$ cat config.mk
export PLATFORM = sky130hd
export DESIGN_NAME = adv_i2c_init_sequencer_flat
export DESIGN_NICKNAME = d
export VERILOG_FILES = /design/src/rtl/adv_i2c_init_sequencer_if.sv /design/src/rtl/adv_i2c_init_sequencer.sv /design/src/flat_wrapper.sv
export SDC_FILE = /design/constraint.sdc
export NUM_CORES = 1
export LEC_CHECK = 0
export ABC_CLOCK_PERIOD_IN_PS = 9200
export CAP_MARGIN = 30
export CORE_MARGIN = 5
export CORE_UTILIZATION = 56
export DETAILED_ROUTE_END_ITERATION = 8
export GPL_ROUTABILITY_DRIVEN = 1
export PLACE_DENSITY = 0.89
export SLEW_MARGIN = 20
export SYNTH_ARGS = -nofsm -noshare
export SYNTH_HDL_FRONTEND = slang
export SYNTH_SLANG_ARGS = --single-unit
$ cat constraint.sdc
create_clock -name clk_in -period 9.2 [get_ports clk_in]
set_clock_uncertainty 0.15 [all_clocks]
set_input_delay 1.38 -clock clk_in [delete_from_list [all_inputs] [get_ports clk_in]]
set_output_delay 1.38 -clock clk_in [all_outputs]
set_load 0.01 [all_outputs]
$ cat src/rtl/adv_i2c_init_sequencer_if.sv
// Command/response port between the init sequencer
// and the byte-level I2C write master.
interface adv_i2c_init_sequencer_if;
  logic       i2c_cmd_valid_out;
  logic       i2c_cmd_ready_in;
  logic [6:0] i2c_cmd_dev_out;
  logic [7:0] i2c_cmd_reg_out;
  logic [7:0] i2c_cmd_data_out;
  logic       i2c_rsp_valid_in;
  logic       i2c_rsp_nack_in;

  modport master (
    output i2c_cmd_valid_out,
    output i2c_cmd_dev_out,
    output i2c_cmd_reg_out,
    output i2c_cmd_data_out,
    input  i2c_cmd_ready_in,
    input  i2c_rsp_valid_in,
    input  i2c_rsp_nack_in
  );

  modport slave (
    input  i2c_cmd_valid_out,
    input  i2c_cmd_dev_out,
    input  i2c_cmd_reg_out,
    input  i2c_cmd_data_out,
    output i2c_cmd_ready_in,
    output i2c_rsp_valid_in,
    output i2c_rsp_nack_in
  );
endinterface

$ cat src/rtl/adv_i2c_init_sequencer.sv
// ADV receiver register-init sequencer: walks a
// {dev,reg,data} table and issues I2C writes.
module adv_i2c_init_sequencer #(
  parameter int TABLE_AW   = 8,
  parameter int CLK_HZ     = 50_000_000,
  parameter int MAX_RETRY  = 3,
  parameter int POWERUP_MS = 10
) (
  input  logic                clk_in,
  input  logic                rst_in,
  input  logic                start_in,
  output logic [TABLE_AW-1:0] rom_addr_out,
  input  logic [23:0]         rom_data_in,
  adv_i2c_init_sequencer_if.master i2c,
  output logic                busy_out,
  output logic                done_out,
  output logic                error_out,
  output logic [TABLE_AW-1:0] err_index_out
);

  localparam int unsigned TICK =
    (CLK_HZ >= 1000) ? CLK_HZ / 1000 : 1;
  localparam int unsigned PWR_CYC = POWERUP_MS * TICK;
  localparam logic [31:0] PWR_LOAD =
    (PWR_CYC == 0) ? 32'd0 : 32'(PWR_CYC - 1);
  localparam int RW = $clog2(MAX_RETRY + 2);
  localparam logic [RW-1:0] RMAX = RW'(MAX_RETRY);
  localparam logic [TABLE_AW-1:0] IDX_LAST = '1;

  typedef enum logic [3:0] {
    S_IDLE, S_PWRUP, S_FETCH, S_DECODE, S_ISSUE,
    S_WAIT, S_DELAY, S_DONE, S_ERROR
  } state_t;

  state_t state, state_nx, adv_tgt;

  logic [TABLE_AW-1:0] idx_q;
  logic [TABLE_AW-1:0] err_idx_q;
  logic [RW-1:0]       retry_q;
  logic [31:0]         cnt_q;
  logic [6:0]          dev_q;
  logic [7:0]          reg_q;
  logic [7:0]          dat_q;
  logic                done_q;
  logic                err_q;

  logic [7:0]  dev8;
  logic [7:0]  data8;
  logic [31:0] dly_load;
  logic is_end, is_dly, is_wr;
  logic dly_wait, dly_skip;
  logic cnt_zero, last, rest, go;
  logic rsp_ok, rsp_retry, rsp_fail, adv;

  assign dev8     = rom_data_in[23:16];
  assign data8    = rom_data_in[7:0];
  assign dly_load = 32'(data8) * 32'(TICK) - 32'd1;
  assign is_end   = dev8 == 8'h00;
  assign is_dly   = dev8 == 8'hFF;
  assign is_wr    = !is_end && !is_dly;
  assign dly_wait = is_dly && data8 != 8'h00;
  assign dly_skip = is_dly && data8 == 8'h00;
  assign cnt_zero = cnt_q == 32'd0;
  assign last     = idx_q == IDX_LAST;
  assign adv_tgt  = last ? S_ERROR : S_FETCH;

  assign rest = state == S_IDLE || state == S_DONE
             || state == S_ERROR;
  assign go   = rest && start_in;

  assign rsp_ok    = state == S_WAIT && i2c.i2c_rsp_valid_in
                  && !i2c.i2c_rsp_nack_in;
  assign rsp_retry = state == S_WAIT && i2c.i2c_rsp_valid_in
                  && i2c.i2c_rsp_nack_in && retry_q < RMAX;
  assign rsp_fail  = state == S_WAIT && i2c.i2c_rsp_valid_in
                  && i2c.i2c_rsp_nack_in && retry_q >= RMAX;
  assign adv = rsp_ok
            || (state == S_DELAY && cnt_zero)
            || (state == S_DECODE && dly_skip);

  // State register
  always_ff @(posedge clk_in) begin
    if (rst_in) state <= S_IDLE;
    else        state <= state_nx;
  end

  // Next-state decision
  always_comb begin
    state_nx = state;
    unique case (state)
      S_IDLE, S_DONE, S_ERROR:
        if (start_in) state_nx = S_PWRUP;
      S_PWRUP:
        if (cnt_zero) state_nx = S_FETCH;
      S_FETCH:
        state_nx = S_DECODE;
      S_DECODE:
        unique case (1'b1)
          is_end:   state_nx = S_DONE;
          dly_wait: state_nx = S_DELAY;
          dly_skip: state_nx = adv_tgt;
          is_wr:    state_nx = S_ISSUE;
          default:  state_nx = S_IDLE;
        endcase
      S_ISSUE:
        if (i2c.i2c_cmd_ready_in) state_nx = S_WAIT;
      S_WAIT:
        if (rsp_ok)         state_nx = adv_tgt;
        else if (rsp_retry) state_nx = S_ISSUE;
        else if (rsp_fail)  state_nx = S_ERROR;
      S_DELAY:
        if (cnt_zero) state_nx = adv_tgt;
      default:
        state_nx = S_IDLE;
    endcase
  end

  // Index, retry, timer, latched entry and status
  always_ff @(posedge clk_in) begin
    if (rst_in) begin
      idx_q     <= '0;
      err_idx_q <= '0;
      retry_q   <= '0;
      cnt_q     <= '0;
      dev_q     <= '0;
      reg_q     <= '0;
      dat_q     <= '0;
      done_q    <= 1'b0;
      err_q     <= 1'b0;
    end else begin
      if (go) begin
        idx_q     <= '0;
        err_idx_q <= '0;
        retry_q   <= '0;
        cnt_q     <= PWR_LOAD;
        done_q    <= 1'b0;
        err_q     <= 1'b0;
      end
      if ((state == S_PWRUP || state == S_DELAY)
          && !cnt_zero)
        cnt_q <= cnt_q - 32'd1;
      if (state == S_DECODE) begin
        if (is_wr) begin
          dev_q <= dev8[7:1];
          reg_q <= rom_data_in[15:8];
          dat_q <= data8;
        end
        if (dly_wait) cnt_q <= dly_load;
        if (is_end) done_q <= 1'b1;
      end
      if (rsp_retry) retry_q <= retry_q + 1'b1;
      if (rsp_fail) begin
        err_q     <= 1'b1;
        err_idx_q <= idx_q;
      end
      if (adv) begin
        retry_q <= '0;
        if (last) begin
          err_q     <= 1'b1;
          err_idx_q <= idx_q;
        end else begin
          idx_q <= idx_q + 1'b1;
        end
      end
    end
  end

  // Moore outputs decoded from the state
  always_comb begin
    i2c.i2c_cmd_valid_out = state == S_ISSUE;
    busy_out = !rest;
  end

  assign i2c.i2c_cmd_dev_out  = dev_q;
  assign i2c.i2c_cmd_reg_out  = reg_q;
  assign i2c.i2c_cmd_data_out = dat_q;
  assign rom_addr_out  = idx_q;
  assign done_out      = done_q;
  assign error_out     = err_q;
  assign err_index_out = err_idx_q;

endmodule
$ cat src/flat_wrapper.sv
// flat-port wrapper written by rule: the top's interface ports become plain ports
module adv_i2c_init_sequencer_flat 
#(
  parameter int TABLE_AW   = 8,
  parameter int CLK_HZ     = 50_000_000,
  parameter int MAX_RETRY  = 3,
  parameter int POWERUP_MS = 10
)
  (clk_in, rst_in, start_in, rom_addr_out, rom_data_in, busy_out, done_out, error_out, err_index_out, i2c_i2c_cmd_valid_out, i2c_i2c_cmd_dev_out, i2c_i2c_cmd_reg_out, i2c_i2c_cmd_data_out, i2c_i2c_cmd_ready_in, i2c_i2c_rsp_valid_in, i2c_i2c_rsp_nack_in);
  adv_i2c_init_sequencer_if i2c_i ();
  input  logic clk_in;
  input  logic rst_in;
  input  logic start_in;
  output logic [TABLE_AW-1:0] rom_addr_out;
  input  logic [23:0] rom_data_in;
  output logic busy_out;
  output logic done_out;
  output logic error_out;
  output logic [TABLE_AW-1:0] err_index_out;
  output wire logic [$bits(i2c_i.i2c_cmd_valid_out)-1:0] i2c_i2c_cmd_valid_out;
  output wire logic [$bits(i2c_i.i2c_cmd_dev_out)-1:0] i2c_i2c_cmd_dev_out;
  output wire logic [$bits(i2c_i.i2c_cmd_reg_out)-1:0] i2c_i2c_cmd_reg_out;
  output wire logic [$bits(i2c_i.i2c_cmd_data_out)-1:0] i2c_i2c_cmd_data_out;
  input wire logic [$bits(i2c_i.i2c_cmd_ready_in)-1:0] i2c_i2c_cmd_ready_in;
  input wire logic [$bits(i2c_i.i2c_rsp_valid_in)-1:0] i2c_i2c_rsp_valid_in;
  input wire logic [$bits(i2c_i.i2c_rsp_nack_in)-1:0] i2c_i2c_rsp_nack_in;
  assign i2c_i2c_cmd_valid_out = i2c_i.i2c_cmd_valid_out;
  assign i2c_i2c_cmd_dev_out = i2c_i.i2c_cmd_dev_out;
  assign i2c_i2c_cmd_reg_out = i2c_i.i2c_cmd_reg_out;
  assign i2c_i2c_cmd_data_out = i2c_i.i2c_cmd_data_out;
  assign i2c_i.i2c_cmd_ready_in = i2c_i2c_cmd_ready_in;
  assign i2c_i.i2c_rsp_valid_in = i2c_i2c_rsp_valid_in;
  assign i2c_i.i2c_rsp_nack_in = i2c_i2c_rsp_nack_in;
  adv_i2c_init_sequencer #(.TABLE_AW(TABLE_AW), .CLK_HZ(CLK_HZ), .MAX_RETRY(MAX_RETRY), .POWERUP_MS(POWERUP_MS)) u_core (.clk_in(clk_in), .rst_in(rst_in), .start_in(start_in), .rom_addr_out(rom_addr_out), .rom_data_in(rom_data_in), .i2c(i2c_i), .busy_out(busy_out), .done_out(done_out), .error_out(error_out), .err_index_out(err_index_out));
endmodule
==> results.py, run 1 <==
metrics = {
    "sta": {
        "setup_slack_ns": 3.08,
        "tightest_slew_ns": 0.838,
        "hold_viol": 0,
        "setup_viol": 0,
        "drv_slew": 0,
        "rsz0062_at_grt": "no",
        "fin_setup_tns_ns": 0,
        "period_share_pct": 66.6,
        "fmax_ghz": 0.163,
        "fin_crit_ns": 6.12,
        "slew_headroom_pct": 43.9,
    },
    "finish": {
        "diodes": 0,
        "drive_above_1_share_pct": 4.97,
        "final_cell_mix": "93 x nand2_1, 80 x dfxtp_1, 71 x clkdlybuf4s50_1",
        "final_common_cell": "nand2_1",
        "syn_to_final_growth_pct": 16.7,
        "final_nets": 904,
    },
    "cts": {
        "cts_made_buffers": 9,
        "postCtsSetupBuffers": 0,
        "clk_pin_slew_ns": 0.08,
        "clkSinkCount": 80,
        "clock_path_buffers": 2,
        "clockRootBuffer": "clkbuf_8",
        "hold_buffers": 0,
        "post_cts_resized": 0,
        "cts_tree": "done",
        "insertion_delay_ns": 0.37,
        "h-tree-depth": 3,
    },
    "logic_synthesis": {
        "avgSynthCellArea_um2": 8.10,
        "dominantRegCellSynth": "dfxtp_1",
        "syn_area_um2": 6100,
        "ys_ff_latch": 80,
        "synth_cell_types": 77,
        "synth_seq_area_share_pct": 26.3,
        "yosysWarningCount": 0,
        "syn_nets": 857,
        "syn_inst": 753,
        "async_reset_ff_share_pct": 0,
        "synth_edf_count": 0,
    },
    "place": {
        "hpwlAfterDp_mm": 11.4,
        "gp_congestion": 0.954,
        "dp_slack_ns": 2.74,
        "io_buffers": 72,
    },
    "setup_path": {
        "cp.arrival_ns": 6.26,
        "crit_chain": "clkdlybuf4s50_1 -> ha_1 -> ha_1 -> inv_1 -> fa_1 -> inv_1 -> fa_1 -> ha_1 -> a211oi_2 -> o21bai_1 -> a2111oi_0 -> a211oi_1 -> a2111oi_2 -> nor4b_2 -> nand4_2 -> a21oi_1",
        "cp_common_cell": "ha_1",
        "crit_required_ns": 9.34,
        "reg2reg_slack_ns": 6.17,
        "cp-start-kind": "primary input",
        "max_stage_delay_ns": 0.53,
        "critPathKind": "primary input to register",
        "crit_path_top_delay_cell": "clkdlybuf4s50_1",
        "cp-end-kind": "register",
        "worstPathMaxFanout": 8,
    },
    "grt": {
        "grt_antenna_before_repair": 0,
        "grt_max_degree": 74,
        "grt_pass1_wl_mm": 25.2,
        "overflow": 0,
        "grt_use_total_pct": 22.9,
        "first_global_vias": 5557,
    },
    "routing": {
        "drt_iter0_drc": 389,
        "drt_wl_total_mm": 14.9,
        "avgRoutedWirePerCell_um": 15.8,
        "vias": 5807,
        "drc_errors": 0,
        "vias_per_cell": 6.14,
        "drtAntennaViolNets": 0,
        "first_pass_iters": 5,
    },
    "die": {
        "die_h_um": 114,
        "start_util_pct": 56.7,
        "core_area_um2": 10700,
        "io-pin-count": 73,
        "rows": 38,
        "die_width_um": 114,
        "dieArea_um2": 13100,
    },
    "run_status": {
        "status": "complete, no violations",
    },
    "power": {
        "power_leakage_nw": 2.75,
        "max-vdd-ir-drop_mv": 0.128,
        "power.density_nw_per_um2": 235,
    },
    "worst_hold_path": {
        "min_path_type": "register to register",
    },
    "job": {
        "drv_cap": 0,
    },
}
worst paths after layout:
| check | startpoint | end | cells past startpoint |
|---|---|---|---|
| worst min-delay path | u_core.i2c.i2c_cmd_dev_out[5] | u_core.i2c.i2c_cmd_dev_out[5] | 2 |
| worst max register to register | u_core.state[0] | u_core.cnt_q[29] | 8 |
| worst min register to register | u_core.i2c.i2c_cmd_dev_out[5] | u_core.i2c.i2c_cmd_dev_out[5] | 2 |
| worst max-delay path | rom_data_in[2] | u_core.cnt_q[30] | 16 |
worst max-delay path, delay by kind of cell:
| family | cells | cell delay [ns] |
|---|---|---|
| adder cells (fa/ha/maj) | 5 | 2.01 |
| AO/OA/AOI/OAI | 6 | 1.67 |
| buffers and inverters | 3 | 0.63 |
| AND/OR/NAND/NOR | 2 | 0.55 |
cell usage after synthesis (4+ instances only):
cell,n,share of area [%]
o211a_1,6,0.99
inv_1,29,1.8
o211ai_1,6,0.74
xor2_1,10,1.4
nand2_1,93,5.7
a21oi_1,70,5.7
a21o_1,7,0.86
and3_1,5,0.51
o21ai_1,14,1.1
nor4_1,17,1.7
nand3_1,24,2.0
nor2_1,55,3.4
nor3b_1,5,0.62
o311a_1,7,1.1
and2_1,6,0.62
nand2b_1,9,0.92
or3_1,8,0.82
o21ai_0,20,1.6
mux2i_1,10,1.6
nand4_1,8,0.82
a22oi_1,5,0.62
clkbuf_1,28,1.7
a211oi_2,4,0.82
dfxtp_1,80,26
ha_1,62,13
nor2b_1,6,0.62
buf_2,8,0.66
nor3_1,25,2.1
a211oi_1,15,1.8
a311oi_1,7,1.0
xnor2_1,15,2.2
nand3b_1,4,0.49
a31oi_1,5,0.51
or4_1,9,1.1
fa_1,12,3.9
cell families after synthesis:
| family | share of synthesized area, % |
|---|---|
| buffers and inverters | 4.60 |
| AO/OA/AOI/OAI | 21.8 |
| flip-flops | 26.3 |
| multiplexers | 1.64 |
| adder cells (fa/ha/maj) | 16.7 |
| AND/OR/NAND/NOR | 25.5 |
| XOR/XNOR | 3.59 |
final cells by class:
| class | instances | area (µm²) |
|---|---|---|
| fill | 880 | 3630 |
| tap | 140 | 175 |
| sequential | 80 | 1600 |
| multi-input combinational | 604 | 4210 |
| timing repair buffer | 76 | 766 |
| clock inverter | 7 | 124 |
| clock buffer | 9 | 124 |
| inverter | 29 | 109 |
sequential cells by signal, summed over array words and instances (netlist names):
register / count
u_core.cnt_q: 32
u_core.done_out: 1
u_core.err_index_out: 8
u_core.error_out: 1
u_core.i2c.i2c_cmd_data_out: 8
u_core.i2c.i2c_cmd_dev_out: 7
u_core.i2c.i2c_cmd_reg_out: 8
u_core.retry_q: 3
u_core.rom_addr_out: 8
u_core.state: 4
routing by layer:
layer	share of wire, %	vias to the layer above	global-route usage, %
li1	-	2860	-
met1	42	2755	28.6
met4	1.7	0	6.25
met5	0	-	0
met2	50	163	40.0
met3	5.5	29	4.86
per-stage QoR:
stage	hold slack, ns	instances	cell area [µm²]	power [mW]	util, %
2_1_floorplan	0.304	753	6100	1.14	-
3_5_place_dp	0.300	928	6840	1.34	63.6
4_1_cts	0.312	944	7090	1.66	65.9
3_3_place_gp	0.292	927	6830	1.30	63.6
6_report	0.307	945	7110	1.67	66.2
5_1_grt	0.332	945	7110	1.80	66.2
power by group:
| part | leakage (nW) | switching, mW | internal (mW) |
|---|---|---|---|
| clock | 0.121 | 0.136 | 0.183 |
| combinational | 1.98 | 0.522 | 0.367 |
| sequential | 0.649 | 0.0658 | 0.400 |
Note: power is estimated with default switching activity, not from simulation.
==> run 2, diff against run 1 <==
--- a/config.mk
+++ b/config.mk
@@ -5,13 +5,13 @@
 export SDC_FILE = /design/constraint.sdc
 export NUM_CORES = 1
 export LEC_CHECK = 0
-export ABC_CLOCK_PERIOD_IN_PS = 9200
+export ABC_CLOCK_PERIOD_IN_PS = 5110
 export CAP_MARGIN = 30
 export CORE_MARGIN = 5
-export CORE_UTILIZATION = 56
+export CORE_UTILIZATION = 52
 export DETAILED_ROUTE_END_ITERATION = 8
 export GPL_ROUTABILITY_DRIVEN = 1
-export PLACE_DENSITY = 0.89
+export PLACE_DENSITY = 0.87
 export SLEW_MARGIN = 20
 export SYNTH_ARGS = -nofsm -noshare
 export SYNTH_HDL_FRONTEND = slang
==> constraint.sdc (replaced) <==
create_clock -name clk_in -period 5.11 [get_ports clk_in]
set_clock_uncertainty 0.15 [all_clocks]
set_input_delay 0.7665 -clock clk_in [delete_from_list [all_inputs] [get_ports clk_in]]
set_output_delay 0.7665 -clock clk_in [all_outputs]
set_load 0.01 [all_outputs]
==> run 2 against run 1 <==
Effect of this change:
- the run now ends with negative setup slack left
- setup slack got worse by 3.1 ns
- wire length is 25% higher
- final area rose by 13%
- critical path type unchanged
- largest cell class unchanged
==> results.py, run 2 (synthesis gave the netlist of run 1 again) <==
metrics = {
    "grt": {
        "first_global_vias": 5973,
        "use_met1_pct": 28.0,
        "grt_busiest_layer": "met2",
        "grt_use_total_pct": 23.2,
        "overflow": 0,
        "grt_max_degree": 53,
        "use_met2_pct": 41.2,
        "grt_pass1_wl_mm": 28.0,
        "use_met3_pct": 4.49,
        "grt_antenna_before_repair": 0,
    },
    "setup_path": {
        "critPathKind": "primary input to register",
        "critical_path.startpoint": "rom_data_in[1]",
        "cp-end-kind": "register",
        "reg2regPathDepth": 7,
        "crit_path_top_delay_cell": "clkdlybuf4s50_1",
        "r2r-end": "u_core.cnt_q[21]",
        "cp-start-kind": "primary input",
        "r2r-start": "u_core.state[0]",
        "max_stage_delay_ns": 0.62,
        "reg2reg_slack_ns": 2.12,
        "crit_chain": "clkdlybuf4s50_1 -> inv_1 -> ha_1 -> fa_2 -> ha_4 -> ha_4 -> a21oi_1 -> buf_4 -> a211o_1 -> o211ai_1 -> nand3_2 -> a2111oi_4 -> nor4b_4 -> nand4_4 -> a31oi_1",
        "worstPathMaxFanout": 8,
        "cp_common_cell": "ha_4",
        "crit_required_ns": 5.23,
        "cp.arrival_ns": 5.29,
    },
    "finish": {
        "largest_reg_flops": 32,
        "final_util_pct": 70.0,
        "drive_above_1_share_pct": 17.2,
        "top_register": "u_core.cnt_q",
        "diodes": 0,
        "final_nets": 977,
        "final_common_cell": "nand2_1",
        "design_area_um2": 8030,
        "final_cell_mix": "92 x nand2_1, 80 x dfxtp_1, 75 x buf_4",
        "syn_to_final_growth_pct": 31.8,
        "layoutNonFillerInstCount": 1020,
    },
    "cts": {
        "cts_tree": "done",
        "hold_buffers": 0,
        "h-tree-depth": 3,
        "clkSinkCount": 80,
        "clock_path_buffers": 2,
        "clk_pin_slew_ns": 0.06,
        "clockRootBuffer": "clkbuf_16",
        "insertion_delay_ns": 0.34,
        "cts_made_buffers": 9,
    },
    "routing": {
        "vias_per_cell": 6.25,
        "drtAntennaViolNets": 0,
        "vias": 6379,
        "drt_wl_total_mm": 18.6,
        "drc_errors": 0,
        "first_pass_iters": 6,
        "avgRoutedWirePerCell_um": 18.2,
        "drt_iter0_drc": 521,
    },
    "sta": {
        "hold_viol": 0,
        "setup_viol": 7,
        "tightest_slew_ns": 0.889,
        "fin_setup_tns_ns": -0.122,
        "drv_slew": 0,
        "slew_headroom_pct": 40.5,
        "fmax_ghz": 0.193,
        "period_share_pct": 101,
        "fin_crit_ns": 5.17,
        "setup_slack_ns": -0.0603,
    },
    "worst_hold_path": {
        "min_path_type": "register to register",
        "hold_path.startpoint": "u_core.i2c.i2c_cmd_reg_out[6]",
        "worstHoldPathCells": 2,
        "holdPathEnd": "u_core.i2c.i2c_cmd_reg_out[6]",
    },
    "place": {
        "io_buffers": 72,
        "placed_cells": 1000,
        "hpwlAfterDp_mm": 12.4,
        "placed_area_um2": 7360,
        "gp_congestion": 0.918,
    },
    "die": {
        "dieArea_um2": 14000,
        "die_h_um": 118,
        "rows": 39,
        "io-pin-count": 73,
        "core_area_um2": 11500,
        "start_util_pct": 53.2,
        "die_width_um": 118,
    },
    "run_status": {
        "status": "complete, but fails checks",
        "violations": "negative setup slack",
    },
    "job": {
        "drv_cap": 0,
    },
    "power": {
        "power_leakage_nw": 3.17,
        "power.density_nw_per_um2": 443,
        "max-vdd-ir-drop_mv": 0.247,
    },
}
==> run 2: final cells by class <==
cell class	instances	area (µm²)
fill	818	3430
tap	143	179
clock inverter	4	31.3
sequential	80	1600
inverter	29	109
clock buffer	11	243
multi-input combinational	604	4550
timing repair buffer	149	1320
==> run 2: worst max path at each step <==
stage,to,depth (start not counted),slack (ns)
floorplan,u_core.cnt_q[20],14,0.27
global placement,u_core.cnt_q[30],16,-0.45
detailed placement,u_core.cnt_q[30],16,-0.55
CTS,u_core.cnt_q[30],15,0.0004
global route,u_core.cnt_q[26],15,-0.18
finish,u_core.cnt_q[26],15,-0.06
==> run 2: repair_timing <==
action                                  4_1_cts  5_1_grt
resized for setup                             9       46
endpoints found under the setup margin       11       16
pin swaps                                     5       16
endpoints found under the hold margin         0        0
buffers inserted                              0        5
==> run 2: worst max-delay path: cells and delay by family <==
kind                     cells  cell delay, ns
adder cells (fa/ha/maj)      4            1.45
AO/OA/AOI/OAI                5            1.41
buffers and inverters        3            0.93
AND/OR/NAND/NOR              3            0.74
==> run 2: per-layer routing <==
| metal | up-vias | wire (µm) |
|---|---|---|
| li1 | 3014 | - |
| met1 | 2998 | 7290 |
| met2 | 296 | 9340 |
| met3 | 71 | 1150 |
| met4 | 0 | 805 |
| met5 | - | 0 |
==> run 2: power breakdown <==
part | switching, mW | internal [mW]
Combinational | 1.14 | 0.970
Sequential | 0.123 | 0.721
Clock | 0.263 | 0.341
==> run 2: through the flow <==
step / hold slack (ns) / power (mW) / setup slack [ns]
2_1_floorplan: 0.304 / 2.06 / 0.269
3_3_place_gp: 0.292 / 2.62 / -0.449
3_5_place_dp: 0.295 / 2.69 / -0.549
4_1_cts: 0.305 / 3.35 / 0.000417
5_1_grt: 0.326 / 3.77 / -0.175
6_report: 0.304 / 3.55 / -0.0603
==> run 3, diff against run 2 <==
--- a/config.mk
+++ b/config.mk
@@ -11,7 +11,7 @@
 export CORE_UTILIZATION = 52
 export DETAILED_ROUTE_END_ITERATION = 8
 export GPL_ROUTABILITY_DRIVEN = 1
-export PLACE_DENSITY = 0.87
+export PLACE_DENSITY = 0.75
 export SLEW_MARGIN = 20
 export SYNTH_ARGS = -nofsm -noshare
 export SYNTH_HDL_FRONTEND = slang
==> run 3 against run 2 <==
Effect of this change:
- the run now ends clean
- register-to-register slack worse by 0.05 ns
- final area is 0.84% higher
- via count is 5.4% lower
- sequential power is 0.5% lower
- critical endpoint unchanged
- sequential share of layout area is 0.17 points lower
- utilization is 0.59 points higher
- combinational power is 2% lower
- critical path type unchanged
- die area stayed put
- sequential cell count stayed put
==> results.py, run 3 (synthesis gave the netlist of run 1 again) <==
metrics = {
    "setup_path": {
        "critical_path.startpoint": "rom_data_in[7]",
        "cp.arrival_ns": 5.12,
        "cp-start-kind": "primary input",
        "crit_required_ns": 5.22,
        "worstPathMaxFanout": 8,
        "critPathKind": "primary input to register",
        "cp-end-kind": "register",
        "r2r-start": "u_core.state[1]",
    },
    "finish": {
        "final_nets": 977,
        "final_common_cell": "nand2_1",
        "final_cell_mix": "92 x nand2_1, 80 x dfxtp_1, 74 x buf_4",
        "top_register": "u_core.cnt_q",
        "diodes": 0,
        "drive_above_1_share_pct": 17.1,
        "largest_reg_flops": 32,
        "layoutNonFillerInstCount": 1021,
        "syn_to_final_growth_pct": 32.9,
        "design_area_um2": 8100,
    },
    "die": {
        "die_width_um": 118,
        "dieArea_um2": 14000,
        "rows": 39,
        "io-pin-count": 73,
        "die_h_um": 118,
        "core_area_um2": 11500,
        "start_util_pct": 53.2,
    },
    "power": {
        "internal_power_mw": 2.09,
        "combPwrFrac_pct": 57.8,
        "power.density_nw_per_um2": 441,
        "power_mw": 3.57,
        "max-vdd-ir-drop_mv": 0.255,
        "power_leakage_nw": 3.20,
        "p_clk_share_pct": 18.6,
        "p_sw_mw": 1.48,
        "p_sw_share_pct": 41.4,
        "seqPwrFrac_pct": 23.5,
    },
    "cts": {
        "hold_buffers": 0,
        "clock_path_buffers": 2,
        "clockRootBuffer": "clkbuf_16",
        "h-tree-depth": 3,
        "clk_pin_slew_ns": 0.06,
        "clkSinkCount": 80,
        "insertion_delay_ns": 0.34,
        "cts_tree": "done",
        "cts_made_buffers": 9,
    },
    "grt": {
        "grt_pass1_wl_mm": 26.7,
        "grt_max_degree": 39,
        "grt_use_total_pct": 22.4,
        "grt_antenna_before_repair": 0,
        "first_global_vias": 5733,
        "overflow": 0,
    },
    "routing": {
        "drc_errors": 0,
        "drt_wl_total_mm": 16.9,
        "drt_iter0_drc": 367,
        "vias_per_cell": 5.91,
        "avgRoutedWirePerCell_um": 16.5,
        "vias": 6033,
        "drtAntennaViolNets": 0,
        "first_pass_iters": 5,
    },
    "sta": {
        "hold_viol": 0,
        "slew_headroom_pct": 44.4,
        "setup_viol": 0,
        "fmax_ghz": 0.200,
        "period_share_pct": 98.0,
        "fin_crit_ns": 5.01,
        "drv_slew": 0,
        "whs_ns": 0.310,
        "tightest_slew_ns": 0.834,
    },
    "place": {
        "hpwlAfterDp_mm": 12.4,
        "gp_congestion": 0.887,
        "io_buffers": 72,
        "placed_cells": 1002,
        "placed_area_um2": 7390,
    },
    "worst_hold_path": {
        "hold_path.startpoint": "u_core.i2c.i2c_cmd_dev_out[1]",
        "min_path_type": "register to register",
    },
    "job": {
        "drv_cap": 0,
    },
    "run_status": {
        "status": "complete, no violations",
    },
}
-- run 3: final cells by class --
type | instances | area [µm²]
Inverter | 29 | 109
Tap cell | 143 | 179
Clock inverter | 7 | 78.8
Clock buffer | 9 | 225
Fill cell | 878 | 3370
Multi-Input combinational cell | 604 | 4580
Timing Repair Buffer | 149 | 1330
Sequential cell | 80 | 1600
-- run 3: timing repair --
item / in CTS / in global routing
setup endpoints to repair: 12 / 16
setup buffers: 2 / 1
resized for setup: 6 / 50
pin swaps: 3 / 20
-- run 3: worst max-delay path, stage by stage --
cell             delay (ns)
clkdlybuf4s50_1        0.42
buf_4                  0.17
ha_4                   0.16
buf_4                  0.12
ha_2                   0.17
fa_1                   0.62
ha_4                   0.24
ha_4                   0.30
a21oi_1                0.08
buf_4                  0.16
a211o_1                0.31
o211ai_1               0.23
nand3_1                0.19
a2111oi_4              0.36
nor4b_4                0.30
nand4_4                0.26
a31oi_4                0.26
-- run 3: layer usage --
metal  part of all wire [%]  vias up  track usage, %
met5                      0        -               0
met4                    2.5        0            8.10
met3                    4.5       30            3.87
met2                     51      155            39.2
met1                     42     2831            27.4
li1                       -     3017               -
-- run 3: final timing paths --
check             slack, ns  depth (start not counted)                            end
setup / recovery       0.10                         17               u_core.cnt_q[26]
hold / removal         0.31                          2  u_core.i2c.i2c_cmd_dev_out[1]
setup reg to reg       2.07                          7                u_core.cnt_q[8]
hold reg to reg        0.31                          2  u_core.i2c.i2c_cmd_dev_out[1]
-- run 3: through the flow --
step | setup TNS (ns) | utilization, % | setup slack [ns]
floorplan | 0 | - | 0.269
global placement | -5.44 | 64.2 | -0.420
detailed placement | -6.99 | 64.4 | -0.528
CTS | -0.00837 | 67.6 | -0.00837
global route | -0.256 | 70.6 | -0.0812
finish | 0 | 70.6 | 0.102
-- run 3: power by group through the flow --
stage               combinational (mW)  clock (mW)  sequential, mW
finish                            2.06       0.665           0.840
global route                      2.27       0.703           0.859
CTS                               1.88       0.673           0.836
detailed placement                1.84           0           0.849
global placement                  1.77           0           0.839
floorplan                         1.25           0           0.807
